[config.mk]
export PLATFORM = sky130hd
export DESIGN_NAME = harp_voice_scheduler
export DESIGN_NICKNAME = d
export VERILOG_FILES = /design/src/rtl/harp_pkg.sv /design/src/rtl/beam_debouncer.sv /design/src/rtl/harp_voice_scheduler.sv
export SDC_FILE = /design/constraint.sdc
export NUM_CORES = 1
export LEC_CHECK = 0
export CAP_MARGIN = 20
export CORE_MARGIN = 2
export CORE_UTILIZATION = 50
export DETAILED_ROUTE_END_ITERATION = 10
export MAX_ROUTING_LAYER = met4
export PLACE_DENSITY = 0.67
export SKIP_LAST_GASP = 1
export SLEW_MARGIN = 20
export SYNTH_ARGS = -nofsm -noshare
export SYNTH_HDL_FRONTEND = slang
export SYNTH_SLANG_ARGS = --single-unit
[constraint.sdc]
create_clock -name clk_clk -period 6.3 [get_ports clk_clk]
set_input_delay 1.26 -clock clk_clk [delete_from_list [all_inputs] [get_ports clk_clk]]
set_output_delay 1.26 -clock clk_clk [all_outputs]
set_load 0.005 [all_outputs]
[src/rtl/harp_pkg.sv]
// rtl/harp_pkg.sv - shared widths, FSM states, event record and scan helpers for the harp voice scheduler
package harp_pkg;
  localparam int NUM_STRINGS = 8;
  localparam int NUM_VOICES  = 4;
  localparam int SW = $clog2(NUM_STRINGS);
  localparam int VW = $clog2(NUM_VOICES);

  typedef enum logic [1:0] {IDLE = 2'd0, EMIT = 2'd1, FLUSH = 2'd2} state_e;

  typedef struct packed {
    logic          note_on;
    logic [SW-1:0] str;
    logic [VW-1:0] voice;
  } event_t;

  typedef struct packed {
    logic          found;
    logic [SW-1:0] idx;
  } spick_t;

  typedef struct packed {
    logic          found;
    logic [VW-1:0] idx;
  } vpick_t;

  // First set flag scanning upward from start with wrap; the downward loop leaves the nearest hit last.
  function automatic spick_t pick_rr(input logic [NUM_STRINGS-1:0] flags, input logic [SW-1:0] start);
    spick_t        res;
    logic [SW-1:0] idx;
    res = '0;
    for (int k = NUM_STRINGS - 1; k >= 0; k--) begin
      idx = start + SW'(k);
      if (flags[idx]) begin
        res.found = 1'b1;
        res.idx   = idx;
      end
    end
    return res;
  endfunction

  function automatic vpick_t lowest_set(input logic [NUM_VOICES-1:0] bits);
    vpick_t res;
    res = '0;
    for (int k = NUM_VOICES - 1; k >= 0; k--) begin
      if (bits[k]) begin
        res.found = 1'b1;
        res.idx   = VW'(k);
      end
    end
    return res;
  endfunction
endpackage

[src/rtl/beam_debouncer.sv]
// rtl/beam_debouncer.sv - two-flop synchroniser plus stable-level debouncer for one beam
module beam_debouncer #(
  parameter int DEBOUNCE_CYCLES = 50000,
  parameter int CNT_W           = 16
) (
  input  logic clk_i,
  input  logic rst_ni,
  input  logic raw_i,
  output logic rise_o,
  output logic fall_o
);
  logic             sync1_q, sync2_q;
  logic             stable_q, stable_d;
  logic             rise_q, rise_d, fall_q, fall_d;
  logic [CNT_W-1:0] cnt_q, cnt_d;

  always_comb begin
    stable_d = stable_q;
    cnt_d    = '0;
    rise_d   = 1'b0;
    fall_d   = 1'b0;
    if (sync2_q != stable_q) begin
      if (cnt_q == CNT_W'(DEBOUNCE_CYCLES - 1)) begin
        stable_d = sync2_q;
        rise_d   = sync2_q;
        fall_d   = ~sync2_q;
      end else begin
        cnt_d = cnt_q + 1'b1;
      end
    end
  end

  always_ff @(posedge clk_i or negedge rst_ni) begin
    if (!rst_ni) begin
      sync1_q  <= 1'b1;
      sync2_q  <= 1'b1;
      stable_q <= 1'b1;
      cnt_q    <= '0;
      rise_q   <= 1'b0;
      fall_q   <= 1'b0;
    end else begin
      sync1_q  <= raw_i;
      sync2_q  <= sync1_q;
      stable_q <= stable_d;
      cnt_q    <= cnt_d;
      rise_q   <= rise_d;
      fall_q   <= fall_d;
    end
  end

  assign rise_o = rise_q;
  assign fall_o = fall_q;
endmodule

[src/rtl/harp_voice_scheduler.sv]
// rtl/harp_voice_scheduler.sv - debounced beam breaks to voice-allocated note-on/off events over valid/ready
module harp_voice_scheduler
  import harp_pkg::*;
#(
  parameter int DEBOUNCE_CYCLES = 50000,
  parameter int CNT_W           = 16
) (
  input  logic                   clk_clk,
  input  logic                   reset_reset_n,
  input  logic [NUM_STRINGS-1:0] beam_in,
  input  logic                   enable,
  output logic                   evt_valid,
  input  logic                   evt_ready,
  output logic                   evt_note_on,
  output logic [SW-1:0]          evt_string,
  output logic [VW-1:0]          evt_voice,
  output logic [NUM_VOICES-1:0]  voice_busy,
  output logic [7:0]             drop_count
);
  logic [NUM_STRINGS-1:0] rise, fall;

  for (genvar g = 0; g < NUM_STRINGS; g++) begin : g_beam
    beam_debouncer #(.DEBOUNCE_CYCLES(DEBOUNCE_CYCLES), .CNT_W(CNT_W)) u_deb (
      .clk_i (clk_clk),
      .rst_ni(reset_reset_n),
      .raw_i (beam_in[g]),
      .rise_o(rise[g]),
      .fall_o(fall[g])
    );
  end

  state_e                           state_q, state_d;
  logic [SW-1:0]                    rr_q, rr_d;
  logic [NUM_STRINGS-1:0]           press_q, press_d, rel_q, rel_d, held_q, held_d;
  logic [NUM_STRINGS-1:0][VW-1:0]   voice_of_q, voice_of_d;
  logic [NUM_VOICES-1:0]            busy_q, busy_d;
  logic [7:0]                       drop_q, drop_d;
  event_t                           evt_q, evt_d;
  logic                             valid_q, valid_d;

  spick_t        rsel, psel;
  vpick_t        vfree, vbusy;
  logic [SW-1:0] owner;
  logic          hs, svc;

  always_comb begin
    state_d    = state_q;
    rr_d       = rr_q;
    press_d    = press_q;
    rel_d      = rel_q;
    held_d     = held_q;
    voice_of_d = voice_of_q;
    busy_d     = busy_q;
    drop_d     = drop_q;
    evt_d      = evt_q;
    valid_d    = valid_q;
    svc        = 1'b0;
    rsel       = pick_rr(rel_q, rr_q);
    psel       = pick_rr(press_q, rr_q);
    vfree      = lowest_set(~busy_q);
    vbusy      = lowest_set(busy_q);
    owner      = '0;
    for (int i = 0; i < NUM_STRINGS; i++) begin
      if (held_q[i] && voice_of_q[i] == vbusy.idx) owner = SW'(i);
    end
    hs = valid_q & evt_ready;

    case (state_q)
      IDLE: begin
        if (!enable) begin
          state_d = FLUSH;
        end else if (rsel.found) begin
          if (held_q[rsel.idx]) begin
            evt_d.note_on = 1'b0;
            evt_d.str     = rsel.idx;
            evt_d.voice   = voice_of_q[rsel.idx];
            valid_d       = 1'b1;
            state_d       = EMIT;
          end else begin
            rel_d[rsel.idx] = 1'b0;
          end
        end else if (psel.found) begin
          if (vfree.found) begin
            evt_d.note_on = 1'b1;
            evt_d.str     = psel.idx;
            evt_d.voice   = vfree.idx;
            valid_d       = 1'b1;
            state_d       = EMIT;
          end else begin
            press_d[psel.idx] = 1'b0;
            if (drop_q != 8'hFF) drop_d = drop_q + 8'd1;
          end
        end
      end
      EMIT: begin
        if (hs) begin
          valid_d = 1'b0;
          rr_d    = evt_q.str + 1'b1;
          if (evt_q.note_on) begin
            busy_d[evt_q.voice]   = 1'b1;
            held_d[evt_q.str]     = 1'b1;
            voice_of_d[evt_q.str] = evt_q.voice;
            press_d[evt_q.str]    = 1'b0;
          end else begin
            busy_d[evt_q.voice] = 1'b0;
            held_d[evt_q.str]   = 1'b0;
            rel_d[evt_q.str]    = 1'b0;
          end
          state_d = enable ? IDLE : FLUSH;
        end
      end
      FLUSH: begin
        if (valid_q) begin
          if (hs) begin
            valid_d             = 1'b0;
            busy_d[evt_q.voice] = 1'b0;
            held_d[evt_q.str]   = 1'b0;
          end
        end else if (vbusy.found) begin
          evt_d.note_on = 1'b0;
          evt_d.str     = owner;
          evt_d.voice   = vbusy.idx;
          valid_d       = 1'b1;
        end else begin
          press_d = '0;
          rel_d   = '0;
          held_d  = '0;
          state_d = IDLE;
        end
      end
      default: state_d = IDLE;
    endcase

    // A flag already committed to an outstanding event counts as consumed, so a new edge queues behind it.
    if (enable) begin
      for (int i = 0; i < NUM_STRINGS; i++) begin
        svc = valid_d && (state_d == EMIT) && (evt_d.str == SW'(i));
        if (fall[i]) begin
          if (rel_d[i] && !(svc && !evt_d.note_on)) rel_d[i] = 1'b0;
          else press_d[i] = 1'b1;
        end
        if (rise[i]) begin
          if (press_d[i] && !(svc && evt_d.note_on)) begin
            press_d[i] = 1'b0;
            rel_d[i]   = 1'b0;
          end else begin
            rel_d[i] = 1'b1;
          end
        end
      end
    end
  end

  always_ff @(posedge clk_clk or negedge reset_reset_n) begin
    if (!reset_reset_n) begin
      state_q    <= IDLE;
      rr_q       <= '0;
      press_q    <= '0;
      rel_q      <= '0;
      held_q     <= '0;
      voice_of_q <= '0;
      busy_q     <= '0;
      drop_q     <= '0;
      evt_q      <= '0;
      valid_q    <= 1'b0;
    end else begin
      state_q    <= state_d;
      rr_q       <= rr_d;
      press_q    <= press_d;
      rel_q      <= rel_d;
      held_q     <= held_d;
      voice_of_q <= voice_of_d;
      busy_q     <= busy_d;
      drop_q     <= drop_d;
      evt_q      <= evt_d;
      valid_q    <= valid_d;
    end
  end

  assign evt_valid   = valid_q;
  assign evt_note_on = evt_q.note_on;
  assign evt_string  = evt_q.str;
  assign evt_voice   = evt_q.voice;
  assign voice_busy  = busy_q;
  assign drop_count  = drop_q;
endmodule

==> summary.md, run 1 <==
| Metric | Value |
|---|---|
| Cts hold-fix bufs | `0` |
| Reg with most FFs | `g_beam.u_deb.cnt_q` |
| Fmax | `roughly 0.18 GHz` |
| Largest net degree at the start of global routing | `between 100 and 150` |
| First-pass GRT wire length | `approximately 52 mm` |
| Core box area | `26,800 um^2` |
| N_diodes | `0` |
| CTS sink cnt | `232` |
| Power density cells | `351 nW/um^2` |
| Synth Register Bits | `around 230` |
| Cell area after layout | `approximately 15,000 um^2` |
| Hold endpoint | `g_beam[2].u_deb.sync2_q$_DFF_PN1_` |
| # DRC | `0` |
| WL/cell | `17.4 um` |
| Multiplexer share of the synthesized area | `0.0821` |
| Cts repair resizes | `0` |
| Hold Path Origin | `g_beam[2].u_deb.sync1_q$_DFF_PN1_` |
| Number of I/O pins | `31` |
| GR Util All Layers | `0.227` |
| Register area share after synthesis | `0.429` |
| Synth cell types | `between 90 and 100` |
| Post-Synthesis Cell Area | `13,600 um^2` |
| Inserted Clock Buffers | `26` |
| Maximum vdd drop | `242 uV` |
| Fin. Hold Viols | `0` |
| Average cell area after synthesis | `slightly below 10 um^2` |
| DR iter-0 viols | `around 970` |
| Initial core utilization | `0.508` |
| Total power | `5.28 mW` |
| Critical Path Start | `rr_q[1]$_DFFE_PN0P_` |
| Routed vias | `between 10k and 15k` |
| Reg2reg end | `rel_q[1]$_DFF_PN0_` |
| Fillers | `~2.3k` |
| Vias in the first global route | `10.4k` |
| Htree depth | `1` |
| Post-layout minimum cycle time | `around 5.5 ns` |
| Nets | `around 1.5k` |
| Layout cell share with drive strength beyond 1 | `0.133` |
| Global route total overflow | `0` |
| HPWL Detailed | `roughly 21 mm` |
| Status | `finished, final reports clean` |
| Final setup fails | `0` |
| RSZ-0062 raised after global routing | `false` |
| Worst-margin pin slew | `~1.1 ns` |
| Row count | `60` |
| Worst endpoint required time | `approximately 6.7 ns` |
| Area share of fa/ha/maj cells after synthesis | `0.0110` |
| Synthesized net count | `1,435` |
| Placed Area | `14,100 um^2` |
| CP Data Arrival Time | `5.93 ns` |
| Worst r2r path cells | `14` |
| Rel. slew slack | `0.282` |
| Die Ht | `about 170 um` |
| Fin Clk Skew | `between 0.01 and 0.015 ns` |
| Die X | `about 170 um` |
| Worst reg-to-reg setup slack | `slightly below 0.8 ns` |
| Crit start category | `flop` |
| Ys flop type | `dfrtp_1` |
| Synth warnings | `0` |
| Max reg flops | `around 130` |
| Crit end category | `flop` |
| Largest family of logic cells by synthesized area | `simple AND/OR/NAND/NOR gates` |
| Die area | `around 29,000 um^2` |
| Post-synthesis simple-gate area fraction | `0.223` |
| Antenna Nets Post-Route | `0` |
| Total wire length | `around 31 mm` |
| Max_cap viols | `0` |
| Static leakage | `6.39 nW` |
| Clock Latency Late Sink | `0.54 ns` |
| Post-CTS setup buffers | `0` |
| Worst-path clk slew | `approximately 0.06 ns` |
| Crit share post-route | `0.876` |
| Worst hold path depth | `0` |
| Pre-Repair DR Iteration Count | `7` |
| Post-synth EDFFs | `0` |
| PortBufs | `30` |
| Crit path max fanout | `18` |
| CTS Root Cell | `clkbuf_16` |
| Max Root-Sink Buffers | `3` |
| TritonCTS clock tree | `yes` |
| Worst r2r src | `rr_q[1]$_DFFE_PN0P_` |
| Worst Hold Class | `reg -> reg` |
| Compound-Gate Fraction of Synth Area | `0.133` |
| Synth Instances | `1,411` |
| Post-Synth XOR/XNOR Area | `0.0946` |
| Async set or reset register ratio after synthesis | `1.00` |
| Top Registers | `g_beam.u_deb.cnt_q (128), voice_of_q (16)` |
| Via/cell ratio | `slightly below 6` |
| Initial antenna violation count | `0` |
| Setup TNS | `0 ns` |
| Final Max Tran Viols | `0` |
| P&R area growth vs syn | `10.6%` |
| Placer Congestion | `between 0.9 and 1` |
| Critical path type | `reg -> reg` |
-- cell usage in the layout (no fill, tap or decap), drive strengths merged, types with 6 or more instances in the layout --
cell type      synthesis  routed
mux2                  38      38
mux2i                 19      19
and3                  39      39
buf                   18      14
nor3b                 22      22
nand3                 56      56
and2                  14      14
or2                    9       9
a31oi                 16      16
a211oi                15      15
a221oi                11      11
nor4                  10      10
clkdlybuf4s50          0      29
xor2                  76      76
o21ai                 43      43
a21boi                 6       6
dfrtp                208     208
nor2                 219     219
nand2                133     133
nand4                 25      25
a21oi                 66      66
dfstp                 24      24
inv                   26      26
ha                    12      12
mux4                  22      22
o31ai                 18      18
clkinv                 0       8
nor3                  34      34
nor4b                 13      13
xnor2                 68      68
clkbuf                35      34
nand2b                17      17
nor2b                  8       8
-- routing by layer --
layer / global-route usage / up-vias / part of all wire
met4: 0.0637 / 0 / 0.024
met3: 0.0309 / 69 / 0.056
met5: - / - / 0
met2: 0.352 / 305 / 0.45
li1: - / 5088 / -
met1: 0.315 / 5214 / 0.47
-- logic make-up (layout without fill, tap and decap cells) --
kind of cell | count (synthesis) | in the layout
DFF | 232 | 232
AOI/OAI and AO/OA | 247 | 247
and+or+nand+nor | 618 | 618
buffers and inverters | 79 | 117
xor gates and xnor gates | 144 | 144
adders and majority gates | 12 | 12
muxes | 79 | 79
-- Yosys cell counts, types with 7 or more instances --
cell      count  share of area
nor2_1      217          0.060
dfrtp_1     208           0.38
nand2_1     132          0.036
xor2_1       75          0.048
xnor2_1      67          0.043
a21oi_1      65          0.024
nand3_1      56          0.021
and3_1       39          0.018
o21ai_0      38          0.014
clkbuf_1     35         0.0097
mux2_2       35          0.029
nor3_1       31          0.011
nand4_1      25          0.011
dfstp_2      24          0.046
inv_1        22         0.0061
mux4_2       22          0.036
nor3b_1      22          0.012
mux2i_1      19          0.014
nand2b_1     17         0.0078
o31ai_1      16         0.0088
a31oi_1      13         0.0060
and2_1       13         0.0060
nor4b_1      13         0.0084
ha_1         12          0.011
a211oi_1     11         0.0061
buf_6        10         0.0083
a221oi_1      9         0.0058
nor2b_1       8         0.0037
or2_2         8         0.0037
nor4_1        7         0.0032
-- critical path: stages (launching register included) --
cell	delay, ns
dfrtp_1	0.35
inv_2	0.08
ha_1	0.78
mux4_2	0.68
mux2i_1	0.21
nand2b_1	0.17
nand4_1	0.11
a22oi_2	0.65
mux2i_1	0.50
mux2i_1	0.17
and3b_1	0.23
o31ai_4	0.61
and2_0	0.42
a2111oi_0	0.16
a221oi_1	0.26
-- layout make-up --
| type | count | area (um^2) | area share |
|---|---|---|---|
| Clock inverter | 14 | 149 | 0.00989 |
| Multi-Input combinational cell | 1100 | 7390 | 0.491 |
| Inverter | 26 | 97.6 | 0.00648 |
| Timing Repair Buffer | 43 | 423 | 0.0281 |
| Tap cell | 341 | 427 | 0.0283 |
| Clock buffer | 34 | 731 | 0.0485 |
| Sequential cell | 232 | 5840 | 0.388 |
-- metrics by stage --
| stage | cells | util | setup slack, ns | hold slack [ns] |
|---|---|---|---|---|
| floorplan | 1411 | - | 1.42 | 0.345 |
| global placement | 1741 | 0.528 | 1.07 | 0.346 |
| detailed placement | 1741 | 0.528 | 0.951 | 0.347 |
| CTS | 1789 | 0.561 | 0.888 | 0.355 |
| global route | 1790 | 0.562 | 0.420 | 0.357 |
| finish | 1790 | 0.562 | 0.783 | 0.355 |
-- how the worst max path moves through the flow --
stage	to	slack (ns)	depth (start not counted)
2_1_floorplan	rel_q[4]$_DFF_PN0_	1.42	20
3_3_place_gp	rel_q[0]$_DFF_PN0_	1.07	14
3_5_place_dp	rel_q[1]$_DFF_PN0_	0.95	14
4_1_cts	rel_q[1]$_DFF_PN0_	0.89	14
5_1_grt	rel_q[1]$_DFF_PN0_	0.42	13
6_report	rel_q[1]$_DFF_PN0_	0.78	14
-- power breakdown --
| group | switching (mW) | leakage (nW) | internal, mW |
|---|---|---|---|
| sequential | 0.188 | 3.11 | 1.58 |
| combinational | 1.25 | 2.86 | 0.731 |
| clock | 0.621 | 0.423 | 0.903 |
Power figures use the tool's default switching activity.
==> inputs of run 2 (changes only) <==
Settings changed: CAP_MARGIN 20 to unset.
==> results of run 2 <==
Same layout as run 1: the final DEF is identical, and so are final timing and power.
